$ cat config.mk
export PLATFORM = sky130hd
export DESIGN_NAME = mem_port_ctrl
export DESIGN_NICKNAME = d
export VERILOG_FILES = /design/src/rtl/mem_port_ctrl.sv
export SDC_FILE = /design/constraint.sdc
export NUM_CORES = 1
export LEC_CHECK = 0
export CAP_MARGIN = 20
export CORE_MARGIN = 2
export CORE_UTILIZATION = 34
export DETAILED_ROUTE_END_ITERATION = 16
export GPL_TIMING_DRIVEN = 1
export PLACE_DENSITY = 0.64
export SYNTH_ARGS = -nofsm -noshare
export SYNTH_HDL_FRONTEND = slang
export SYNTH_SLANG_ARGS = --single-unit
export TNS_END_PERCENT = 50
$ cat constraint.sdc
create_clock -name clock -period 4.7 [get_ports clock]
set_clock_uncertainty 0.1 [all_clocks]
set_input_delay 1.41 -clock clock [delete_from_list [all_inputs] [get_ports clock]]
set_output_delay 1.41 -clock clock [all_outputs]
set_load 0.05 [all_outputs]
$ cat src/rtl/mem_port_ctrl.sv
// Memory port controller for a multicycle core: latches a read/write command,
// runs a request/ack handshake with a timeout, and stalls the controller meanwhile.
module mem_port_ctrl #(
  parameter int AW      = 12,
  parameter int DW      = 16,
  parameter int TIMEOUT = 15
) (
  input  logic          clock,
  input  logic          rst,
  input  logic          MemRead,
  input  logic          MemWrite,
  input  logic          IRwrite,
  input  logic [AW-1:0] adr,
  input  logic [DW-1:0] wdata,
  input  logic          mem_ack,
  input  logic [DW-1:0] mem_rdata,
  output logic          mem_req,
  output logic          mem_we,
  output logic [AW-1:0] mem_adr,
  output logic [DW-1:0] mem_wdata,
  output logic [DW-1:0] inst,
  output logic [DW-1:0] mdr,
  output logic          busy,
  output logic          err
);

  localparam int CW = (TIMEOUT < 1) ? 1 : $clog2(TIMEOUT + 1);
  localparam logic [CW-1:0] TMAX = CW'(TIMEOUT);

  typedef enum logic [1:0] {
    S_IDLE = 2'd0,
    S_REQ  = 2'd1,
    S_DONE = 2'd2
  } state_e;

  state_e        state_q, state_d;
  logic [CW-1:0] cnt_q, cnt_d;
  logic          req_q, req_d;
  logic          we_q, we_d;
  logic          irsel_q, irsel_d;
  logic [AW-1:0] adr_q, adr_d;
  logic [DW-1:0] wd_q, wd_d;
  logic [DW-1:0] inst_q, inst_d;
  logic [DW-1:0] mdr_q, mdr_d;
  logic          err_q, err_d;

  logic cmd_ok, conflict;
  assign conflict = MemRead & MemWrite;
  assign cmd_ok   = MemRead ^ MemWrite;

  always_comb begin
    state_d = state_q;
    cnt_d   = cnt_q;
    req_d   = req_q;
    we_d    = we_q;
    irsel_d = irsel_q;
    adr_d   = adr_q;
    wd_d    = wd_q;
    inst_d  = inst_q;
    mdr_d   = mdr_q;
    err_d   = err_q;
    busy    = 1'b0;
    unique case (state_q)
      S_IDLE: begin
        if (conflict) begin
          err_d = 1'b1;
        end else if (cmd_ok) begin
          busy    = 1'b1;
          adr_d   = adr;
          wd_d    = wdata;
          we_d    = MemWrite;
          irsel_d = MemRead & IRwrite;
          req_d   = 1'b1;
          cnt_d   = '0;
          state_d = S_REQ;
        end
      end
      S_REQ: begin
        busy = 1'b1;
        // ack takes priority over the timeout in the same cycle
        if (mem_ack) begin
          if (!we_q) begin
            mdr_d = mem_rdata;
            if (irsel_q) inst_d = mem_rdata;
          end
          req_d   = 1'b0;
          state_d = S_DONE;
        end else if (cnt_q == TMAX) begin
          err_d   = 1'b1;
          req_d   = 1'b0;
          state_d = S_DONE;
        end else begin
          cnt_d = cnt_q + 1'b1;
        end
      end
      S_DONE:  state_d = S_IDLE;
      default: state_d = S_IDLE;
    endcase
  end

  always_ff @(posedge clock or negedge rst) begin
    if (!rst) begin
      state_q <= S_IDLE;
      cnt_q   <= '0;
      req_q   <= 1'b0;
      we_q    <= 1'b0;
      irsel_q <= 1'b0;
      adr_q   <= '0;
      wd_q    <= '0;
      inst_q  <= '0;
      mdr_q   <= '0;
      err_q   <= 1'b0;
    end else begin
      state_q <= state_d;
      cnt_q   <= cnt_d;
      req_q   <= req_d;
      we_q    <= we_d;
      irsel_q <= irsel_d;
      adr_q   <= adr_d;
      wd_q    <= wd_d;
      inst_q  <= inst_d;
      mdr_q   <= mdr_d;
      err_q   <= err_d;
    end
  end

  assign mem_req   = req_q;
  assign mem_we    = we_q;
  assign mem_adr   = adr_q;
  assign mem_wdata = wd_q;
  assign inst      = inst_q;
  assign mdr       = mdr_q;
  assign err       = err_q;

endmodule

==> impl_metrics.env, run 1 <==
export IMPL_status="completed"
export IMPL_cts_buffer_depth=2
export IMPL_grt_pass1_vias=2121
export IMPL_required_ns=3.19
export IMPL_maxSlewHeadroom_pct=49.7
export IMPL_path_class="input pin to primary output"
export IMPL_layout_drive_gt1_share_pct=15.7
export IMPL_yosysSeqAreaShare_pct=63.2
export IMPL_fill_cells=701
export IMPL_dp_hpwl_um=4730
export IMPL_wirelength_um=6520
export IMPL_num_io_pins=114
export IMPL_final_hold_viol_count=0
export IMPL_post_route_min_period_ns=4.09
export IMPL_p_leak_nw=1.98
export IMPL_netlist_cell_type_count=27
export IMPL_rr_worst_depth=4
export IMPL_tns_ns=0
export IMPL_synth_cells=234
export IMPL_syn_cell_area_um2=2770
export IMPL_root_buffer="clkbuf_8"
export IMPL_max_cap_viol_count=0
export IMPL_place_congestion=0.702
export IMPL_wl_per_cell_um=14.2
export IMPL_cts_setup_buffers=0
export IMPL_antenna_cells=0
export IMPL_p_int_mw=1.85
export IMPL_die_w_um=94.3
export IMPL_clkTransAtPathRegs_ns=0.07
export IMPL_clockPowerShare_pct=15.1
export IMPL_end_kind="primary output"
export IMPL_dieArea_um2=8890
export IMPL_p_per_area_nw_per_um2=808
export IMPL_clock_latency_ns=0.33
export IMPL_firstDrtPassIters=3
export IMPL_ys_warn_count=0
export IMPL_numCtsBuffers=9
export IMPL_hold_depth=2
export IMPL_pwr_share_comb_pct=55.1
export IMPL_async_flop_share_pct=100
export IMPL_rsz0062_at_grt="no"
export IMPL_grt_pass1_wl_um=10400
export IMPL_cts_hold_buf=0
export IMPL_fmax_mhz=245
export IMPL_numClockSinks=70
export IMPL_critPathMaxFanout=3
export IMPL_vdd_drop_max_uv=306
export IMPL_postSynthAreaPerCell_um2=11.8
export IMPL_hold_class="flop to flop"
export IMPL_rows=32
export IMPL_antenna_found_initial=0
export IMPL_p_switching_mw=1.57
export IMPL_fin_crit_sh_pct=87.0
export IMPL_ctsHtreeMaxLevel=3
export IMPL_layout_nets=404
export IMPL_arrival_ns=2.58
export IMPL_coreArea_um2=7810
export IMPL_drtIter0Drc=82
export IMPL_swShare_pct=45.9
export IMPL_worst_pin_slew_ns=0.755
export IMPL_finalSetupViolCount=0
export IMPL_grt_overflow_total=0
export IMPL_synth_flop_cell="dfrtp_1"
export IMPL_route_detailed_drc=0
export IMPL_cts_tree="built"
export IMPL_syn_num_nets=286
export IMPL_drtAntennaViolNets=0
export IMPL_syn_to_final_growth_pct=52.8
export IMPL_grt_max_degree=51
export IMPL_cts_repair_resized=0
export IMPL_track_usage_pct=15.6
export IMPL_final_cell_mix="111 x clkdlybuf4s50_1, 92 x nand2_1, 70 x dfrtp_1, 22 x mux2_2"
export IMPL_p_seq_share_pct=29.7
export IMPL_fin_hold_ws_ns=0.373
export IMPL_vias_per_cell=4.50
export IMPL_die_y_um=94.3
export IMPL_routed_via_count=2065
export IMPL_drv_slew=0
export IMPL_port_buffers=113
export IMPL_critPathLaunchType="input pin"
export IMPL_synth_seq_cells=70
export IMPL_start_util_pct=35.5
export IMPL_final_common_cell="clkdlybuf4s50_1"
export IMPL_synth_edf_count=0
## path summary, 6_finish.rpt
| kind | start | to | slack, ns |
|---|---|---|---|
| hold reg to reg | mem_adr[3]$_DFFE_PN0P_ | mem_adr[3]$_DFFE_PN0P_ | 0.37 |
| min in group asynchronous | rst | mem_adr[5]$_DFFE_PN0P_ | 0.92 |
| max in group asynchronous | rst | mdr[15]$_DFFE_PN0P_ | 2.60 |
| setup / recovery | MemRead | busy | 0.61 |
| hold / removal | mem_adr[3]$_DFFE_PN0P_ | mem_adr[3]$_DFFE_PN0P_ | 0.37 |
| setup reg to reg | state_q[1]$_DFFE_PN0P_ | mem_wdata[3]$_DFFE_PN0P_ | 2.61 |
## sequential cells by signal, summed over array words and instances (netlist names)
| register | count |
|---|---|
| mem_wdata | 16 |
| inst | 16 |
| irsel_q | 1 |
| cnt_q | 4 |
| mem_req | 1 |
| mem_adr | 12 |
| mdr | 16 |
| state_q | 2 |
| mem_we | 1 |
| err | 1 |
## per-layer routing
metal	routed length, µm	global-route usage, %	up-vias
met5	0	0	-
met4	80	5.43	0
met3	579	6.02	5
met2	3010	25.0	75
met1	2850	19.3	982
li1	-	-	1003
## cells in the mapped netlist (all sizes together) (2+ instances only)
cell / number / area share, %
and3: 3 / 0.68
o21ai: 2 / 0.36
buf: 6 / 1.4
clkbuf: 4 / 0.54
nand2: 93 / 13
nor2: 5 / 0.68
mux2: 32 / 14
dfrtp: 70 / 63
nand3: 3 / 0.54
nor3b: 3 / 0.81
ha: 2 / 0.90
## cell families after synthesis
kind of cell,share of synthesized area [%]
adders and majority gates,0.903
and+or+nand+nor,17.7
buffers and inverters,1.94
AOI/OAI and AO/OA,1.54
DFF,63.2
muxes,14.7
## layout make-up
class                      count  area (µm²)  share of cell area [%]
clock buffer                  12         145                    3.43
sequential                    70        1750                    41.4
timing repair buffer         117        1170                    27.5
multi-input combinational    154         973                    23.0
tap                          102         128                    3.01
clock inverter                 4        70.1                    1.65
## worst max-delay path: stages
cell and delay, ns:
clkdlybuf4s50_1 0.43, ha_1 0.33, nor2_1 0.06, nor2_1 0.18, buf_12 0.17
## per-stage QoR
stage	std cells	power [mW]	util [%]	setup WS, ns	instance area [µm²]
global route	459	3.60	54.2	0.546	4230
finish	459	3.42	54.2	0.611	4230
detailed placement	443	2.93	51.5	0.623	4020
floorplan	234	2.25	-	0.811	2770
global placement	443	2.91	51.5	0.646	4020
CTS	459	3.46	54.2	0.613	4230
## power groups by stage
stage | Clock [mW] | Combinational (mW) | Sequential [mW]
final | 0.518 | 1.89 | 1.02
after global routing | 0.569 | 1.98 | 1.05
after CTS | 0.538 | 1.91 | 1.02
after detailed placement | 0 | 1.90 | 1.03
after global placement | 0 | 1.89 | 1.02
after floorplan | 0 | 0.338 | 1.91
(Power assumes the default switching activity.)
==> inputs of run 2 (changes only) <==
- PLACE_DENSITY: 0.64 -> 0.63
==> run 2 against run 1 <==
Against the previous run:
- final area rose by 0.50%
- clock power is 5.0% lower
- final cell count increased by 0.44%
- sequential power is essentially flat
- maximum frequency about the same
- total power shrank 0.68%
- first-iteration DRC count up 18%
- setup slack gained 0.0018 ns
- register-to-register slack better by 0.06 ns
- critical path depth did not move
- combinational power hardly changed
- critical endpoint unchanged
==> impl_metrics.env, run 2 (synthesis gave the netlist of run 1 again) <==
export IMPL_status="completed"
export IMPL_multi_input_area_um2=973
export IMPL_arrival_ns=2.58
export IMPL_final_hold_viol_count=0
export IMPL_path_class="input pin to primary output"
export IMPL_wirelength_um=6580
export IMPL_finish_utilization_pct=54.5
export IMPL_root_buffer="clkbuf_8"
export IMPL_maxSlewHeadroom_pct=53.0
export IMPL_grt_pass1_wl_um=10600
export IMPL_worst_pin_slew_ns=0.702
export IMPL_worstHoldStart="mem_wdata[3]$_DFFE_PN0P_"
export IMPL_drtAntennaViolNets=0
export IMPL_vias_per_cell=4.50
export IMPL_numCtsBuffers=9
export IMPL_vdd_drop_max_uv=250
export IMPL_min_to="mem_wdata[3]$_DFFE_PN0P_"
export IMPL_post_route_min_period_ns=4.09
export IMPL_required_ns=3.19
export IMPL_clock_latency_ns=0.33
export IMPL_hold_depth=2
export IMPL_end_kind="primary output"
export IMPL_clkTransAtPathRegs_ns=0.07
export IMPL_gr_usage_met2_pct=22.7
export IMPL_place_congestion=0.729
export IMPL_antenna_cells=0
export IMPL_drtIter0Drc=97
export IMPL_p_per_area_nw_per_um2=799
export IMPL_max_cap_viol_count=0
export IMPL_dieArea_um2=8890
export IMPL_gr_usage_met3_pct=5.22
export IMPL_rrSetupSlack_ns=2.67
export IMPL_coreArea_um2=7810
export IMPL_rr_worst_depth=4
export IMPL_port_buffers=113
export IMPL_critPathMaxFanout=3
export IMPL_grt_max_degree=45
export IMPL_numClockSinks=70
export IMPL_cts_buffer_depth=2
export IMPL_rsz0062_at_grt="no"
export IMPL_grt_overflow_total=0
export IMPL_critPathLaunchType="input pin"
export IMPL_drv_slew=0
export IMPL_start_util_pct=35.5
export IMPL_num_io_pins=114
export IMPL_syn_to_final_growth_pct=53.6
export IMPL_fin_crit_sh_pct=87.0
export IMPL_timing_rr_end="mem_wdata[0]$_DFFE_PN0P_"
export IMPL_final_common_cell="clkdlybuf4s50_1"
export IMPL_die_y_um=94.3
export IMPL_r2r_start="state_q[1]$_DFFE_PN0P_"
export IMPL_cts_tree="built"
export IMPL_global_route_usage_met1_pct=21.8
export IMPL_wl_per_cell_um=14.3
export IMPL_layout_nets=406
export IMPL_hold_class="flop to flop"
export IMPL_layout_drive_gt1_share_pct=16.2
export IMPL_ctsHtreeMaxLevel=3
export IMPL_die_w_um=94.3
export IMPL_fill_cells=688
export IMPL_tns_ns=0
export IMPL_final_cell_mix="111 x clkdlybuf4s50_1, 92 x nand2_1, 70 x dfrtp_1, 22 x mux2_2, 11 x clkbuf_8"
export IMPL_finalSetupViolCount=0
export IMPL_firstDrtPassIters=4
export IMPL_cts_repair_resized=0
export IMPL_routed_via_count=2074
export IMPL_p_leak_nw=1.99
export IMPL_dp_hpwl_um=4730
export IMPL_grt_pass1_vias=2044
export IMPL_antenna_found_initial=0
export IMPL_cts_hold_buf=0
export IMPL_regArea_um2=1750
export IMPL_route_detailed_drc=0
export IMPL_fmax_mhz=245
export IMPL_track_usage_pct=15.5
export IMPL_cts_setup_buffers=0
export IMPL_grt_busiest_layer="met2"
export IMPL_rows=32
## run 2: critical path: stages
cell	delay (ns)
clkdlybuf4s50_1	0.43
ha_1	0.33
nor2_1	0.06
nor2_1	0.18
buf_12	0.17
## run 2: area by class of cell
type                    instances  area share, %
flip-flops and latches         70           41.2
clock inverters                 3           1.00
multi-input cells             154           22.9
well taps                     102           3.00
repair buffers                119           28.2
clock buffers                  13           3.73
## run 2: worst max-delay path by stage
stage,startpoint,end,slack [ns],cells after the start
global placement,MemRead,busy,0.64,5
detailed placement,MemRead,busy,0.62,5
finish,MemRead,busy,0.61,5
global route,MemRead,busy,0.54,5
floorplan,MemRead,busy,0.81,3
CTS,MemRead,busy,0.61,5
## run 2: report_power, final
| group | switching (mW) | total (mW) | internal, mW |
|---|---|---|---|
| Clock | 0.218 | 0.492 | 0.274 |
| Sequential | 0.151 | 1.02 | 0.870 |
| Combinational | 1.22 | 1.89 | 0.671 |
| Total | 1.59 | 3.40 | 1.81 |
## run 2: layer usage
layer / share of wire (%) / wire length (µm) / vias up
met5: 0 / 0 / -
met4: 0.96 / 63 / 0
met1: 48 / 3130 / 982
li1: - / - / 1008
met2: 44 / 2890 / 77
met3: 7.5 / 495 / 7
## run 2: stage by stage
| step | worst slack, ns | instance area, µm² | hold slack [ns] | std cells | power [mW] |
|---|---|---|---|---|---|
| after floorplan | 0.811 | 2770 | 0.379 | 234 | 2.25 |
| after global placement | 0.642 | 4030 | 0.357 | 444 | 2.91 |
| after detailed placement | 0.624 | 4030 | 0.361 | 444 | 2.93 |
| after CTS | 0.608 | 4230 | 0.378 | 460 | 3.43 |
| after global routing | 0.540 | 4260 | 0.396 | 461 | 3.57 |
| final | 0.613 | 4260 | 0.375 | 461 | 3.40 |
==> inputs of run 3 (changes only) <==
- clock period: 4.7 -> 5.3 ns (I/O delays scaled with it)
==> run 3 against run 2 <==
Against the previous run:
- final area decreased by 0.62%
- flip-flop and latch count unchanged
- wire length decreased by 2.7%
- combinational power decreased by 12%
- die area unchanged
- global-route usage decreased by 0.46 points
- largest power group unchanged
==> impl_metrics.env, run 3 (synthesis gave the netlist of run 1 again) <==
export IMPL_min_to="mem_wdata[9]$_DFFE_PN0P_"
export IMPL_grt_max_degree=38
export IMPL_syn_to_final_growth_pct=52.7
export IMPL_rows=32
export IMPL_clockPowerShare_pct=15.2
export IMPL_drtIter0Drc=78
export IMPL_fin_hold_ws_ns=0.373
export IMPL_die_y_um=94.3
export IMPL_maxSlewHeadroom_pct=44.0
export IMPL_required_ns=3.61
export IMPL_start_util_pct=35.5
export IMPL_critPathTopFamily="buffers and inverters"
export IMPL_cp_slowest_cell="clkdlybuf4s50_1"
export IMPL_p_leak_nw=1.98
export IMPL_r2r_start="state_q[1]$_DFFE_PN0P_"
export IMPL_grt_pass1_wl_um=10200
export IMPL_post_route_min_period_ns=4.40
export IMPL_root_buffer="clkbuf_8"
export IMPL_tns_ns=0
export IMPL_p_switching_mw=1.39
export IMPL_dieArea_um2=8890
export IMPL_hold_class="flop to flop"
export IMPL_critPathLaunchType="input pin"
export IMPL_worstHoldStart="mem_wdata[9]$_DFFE_PN0P_"
export IMPL_status="completed"
export IMPL_timing_rr_end="cnt_q[3]$_DFFE_PN0P_"
export IMPL_die_w_um=94.3
export IMPL_coreArea_um2=7810
export IMPL_route_detailed_drc=0
export IMPL_numClockSinks=70
export IMPL_finalSetupViolCount=0
export IMPL_path_cells="clkdlybuf4s50_1 -> ha_1 -> nor2_1 -> nor2_1 -> buf_4"
export IMPL_arrival_ns=2.71
export IMPL_grt_pass1_vias=2018
export IMPL_fin_crit_sh_pct=83.0
export IMPL_pwr_share_comb_pct=55.0
export IMPL_port_buffers=113
export IMPL_fin_area_um2=4230
export IMPL_dp_hpwl_um=4660
export IMPL_final_cell_mix="111 x clkdlybuf4s50_1, 92 x nand2_1, 70 x dfrtp_1, 22 x mux2_2"
export IMPL_vdd_drop_max_uv=248
export IMPL_cts_setup_buffers=0
export IMPL_ctsHtreeMaxLevel=3
export IMPL_clock_latency_ns=0.33
export IMPL_cts_repair_resized=0
export IMPL_fmax_mhz=227
export IMPL_rsz0062_at_grt="no"
export IMPL_hold_depth=2
export IMPL_num_io_pins=114
export IMPL_routed_via_count=2057
export IMPL_p_per_area_nw_per_um2=715
export IMPL_finish_utilization_pct=54.2
export IMPL_layout_drive_gt1_share_pct=15.7
export IMPL_wl_per_cell_um=13.9
export IMPL_firstDrtPassIters=4
export IMPL_track_usage_pct=15.0
export IMPL_path_class="input pin to primary output"
export IMPL_worst_pin_slew_ns=0.840
export IMPL_wirelength_um=6400
export IMPL_place_congestion=0.703
export IMPL_drtAntennaViolNets=0
export IMPL_numCtsBuffers=9
export IMPL_startpoint="MemRead"
export IMPL_final_common_cell="clkdlybuf4s50_1"
export IMPL_final_hold_viol_count=0
export IMPL_critPathMaxStageDelay_ns=0.42
export IMPL_swShare_pct=45.9
export IMPL_drv_slew=0
export IMPL_cts_buffer_depth=2
export IMPL_cts_tree="built"
export IMPL_grt_overflow_total=0
export IMPL_end_kind="primary output"
export IMPL_antenna_found_initial=0
export IMPL_rrSetupSlack_ns=3.31
export IMPL_critical_path_most_common_cell="nor2_1"
export IMPL_antenna_cells=0
export IMPL_dpl_cell_area_um2=4010
export IMPL_worst_path_buf_inv=2
export IMPL_crit_cells=5
export IMPL_max_cap_viol_count=0
export IMPL_rr_worst_depth=2
export IMPL_vias_per_cell=4.48
export IMPL_layout_nets=404
export IMPL_critPathMaxFanout=3
export IMPL_clkTransAtPathRegs_ns=0.07
export IMPL_p_seq_share_pct=29.8
export IMPL_cts_hold_buf=0
export IMPL_p_int_mw=1.64
run 3: through the flow:
stage | power [mW] | instances | setup slack, ns
2_1_floorplan | 2.00 | 234 | 1.05
3_3_place_gp | 2.57 | 442 | 0.922
3_5_place_dp | 2.59 | 443 | 0.901
4_1_cts | 3.06 | 459 | 0.890
5_1_grt | 3.18 | 459 | 0.850
6_report | 3.02 | 459 | 0.899
run 3: worst max-delay path by stage:
stage	to	slack, ns
finish	busy	0.90
detailed placement	busy	0.90
global route	busy	0.85
CTS	busy	0.89
floorplan	busy	1.05
global placement	busy	0.92
run 3: cell type report:
type | count | area, µm²
Sequential cell | 70 | 1750
Timing Repair Buffer | 117 | 1160
Clock inverter | 4 | 70.1
Fill cell | 717 | 3580
Multi-Input combinational cell | 154 | 973
Clock buffer | 12 | 145
Tap cell | 102 | 128
run 3: metal layers:
metal / up-vias / wire length, µm / GRT usage, %
met4: 0 / 74 / 4.47
met3: 6 / 556 / 5.62
met1: 971 / 2860 / 20.4
li1: 1003 / - / -
met2: 77 / 2910 / 22.4
met5: - / 0 / 0
run 3: power by group through the flow:
stage	logic, mW	clock network, mW	registers [mW]
after floorplan	0.300	0	1.70
after global placement	1.66	0	0.910
after detailed placement	1.68	0	0.915
after CTS	1.68	0.477	0.906
after global routing	1.74	0.504	0.935
final	1.66	0.460	0.902
run 3: tightest hold or removal path, stage by stage (launching register included):
cell	delay, ns
dfrtp_1	0.34
nand2_1	0.05
nand2_1	0.06
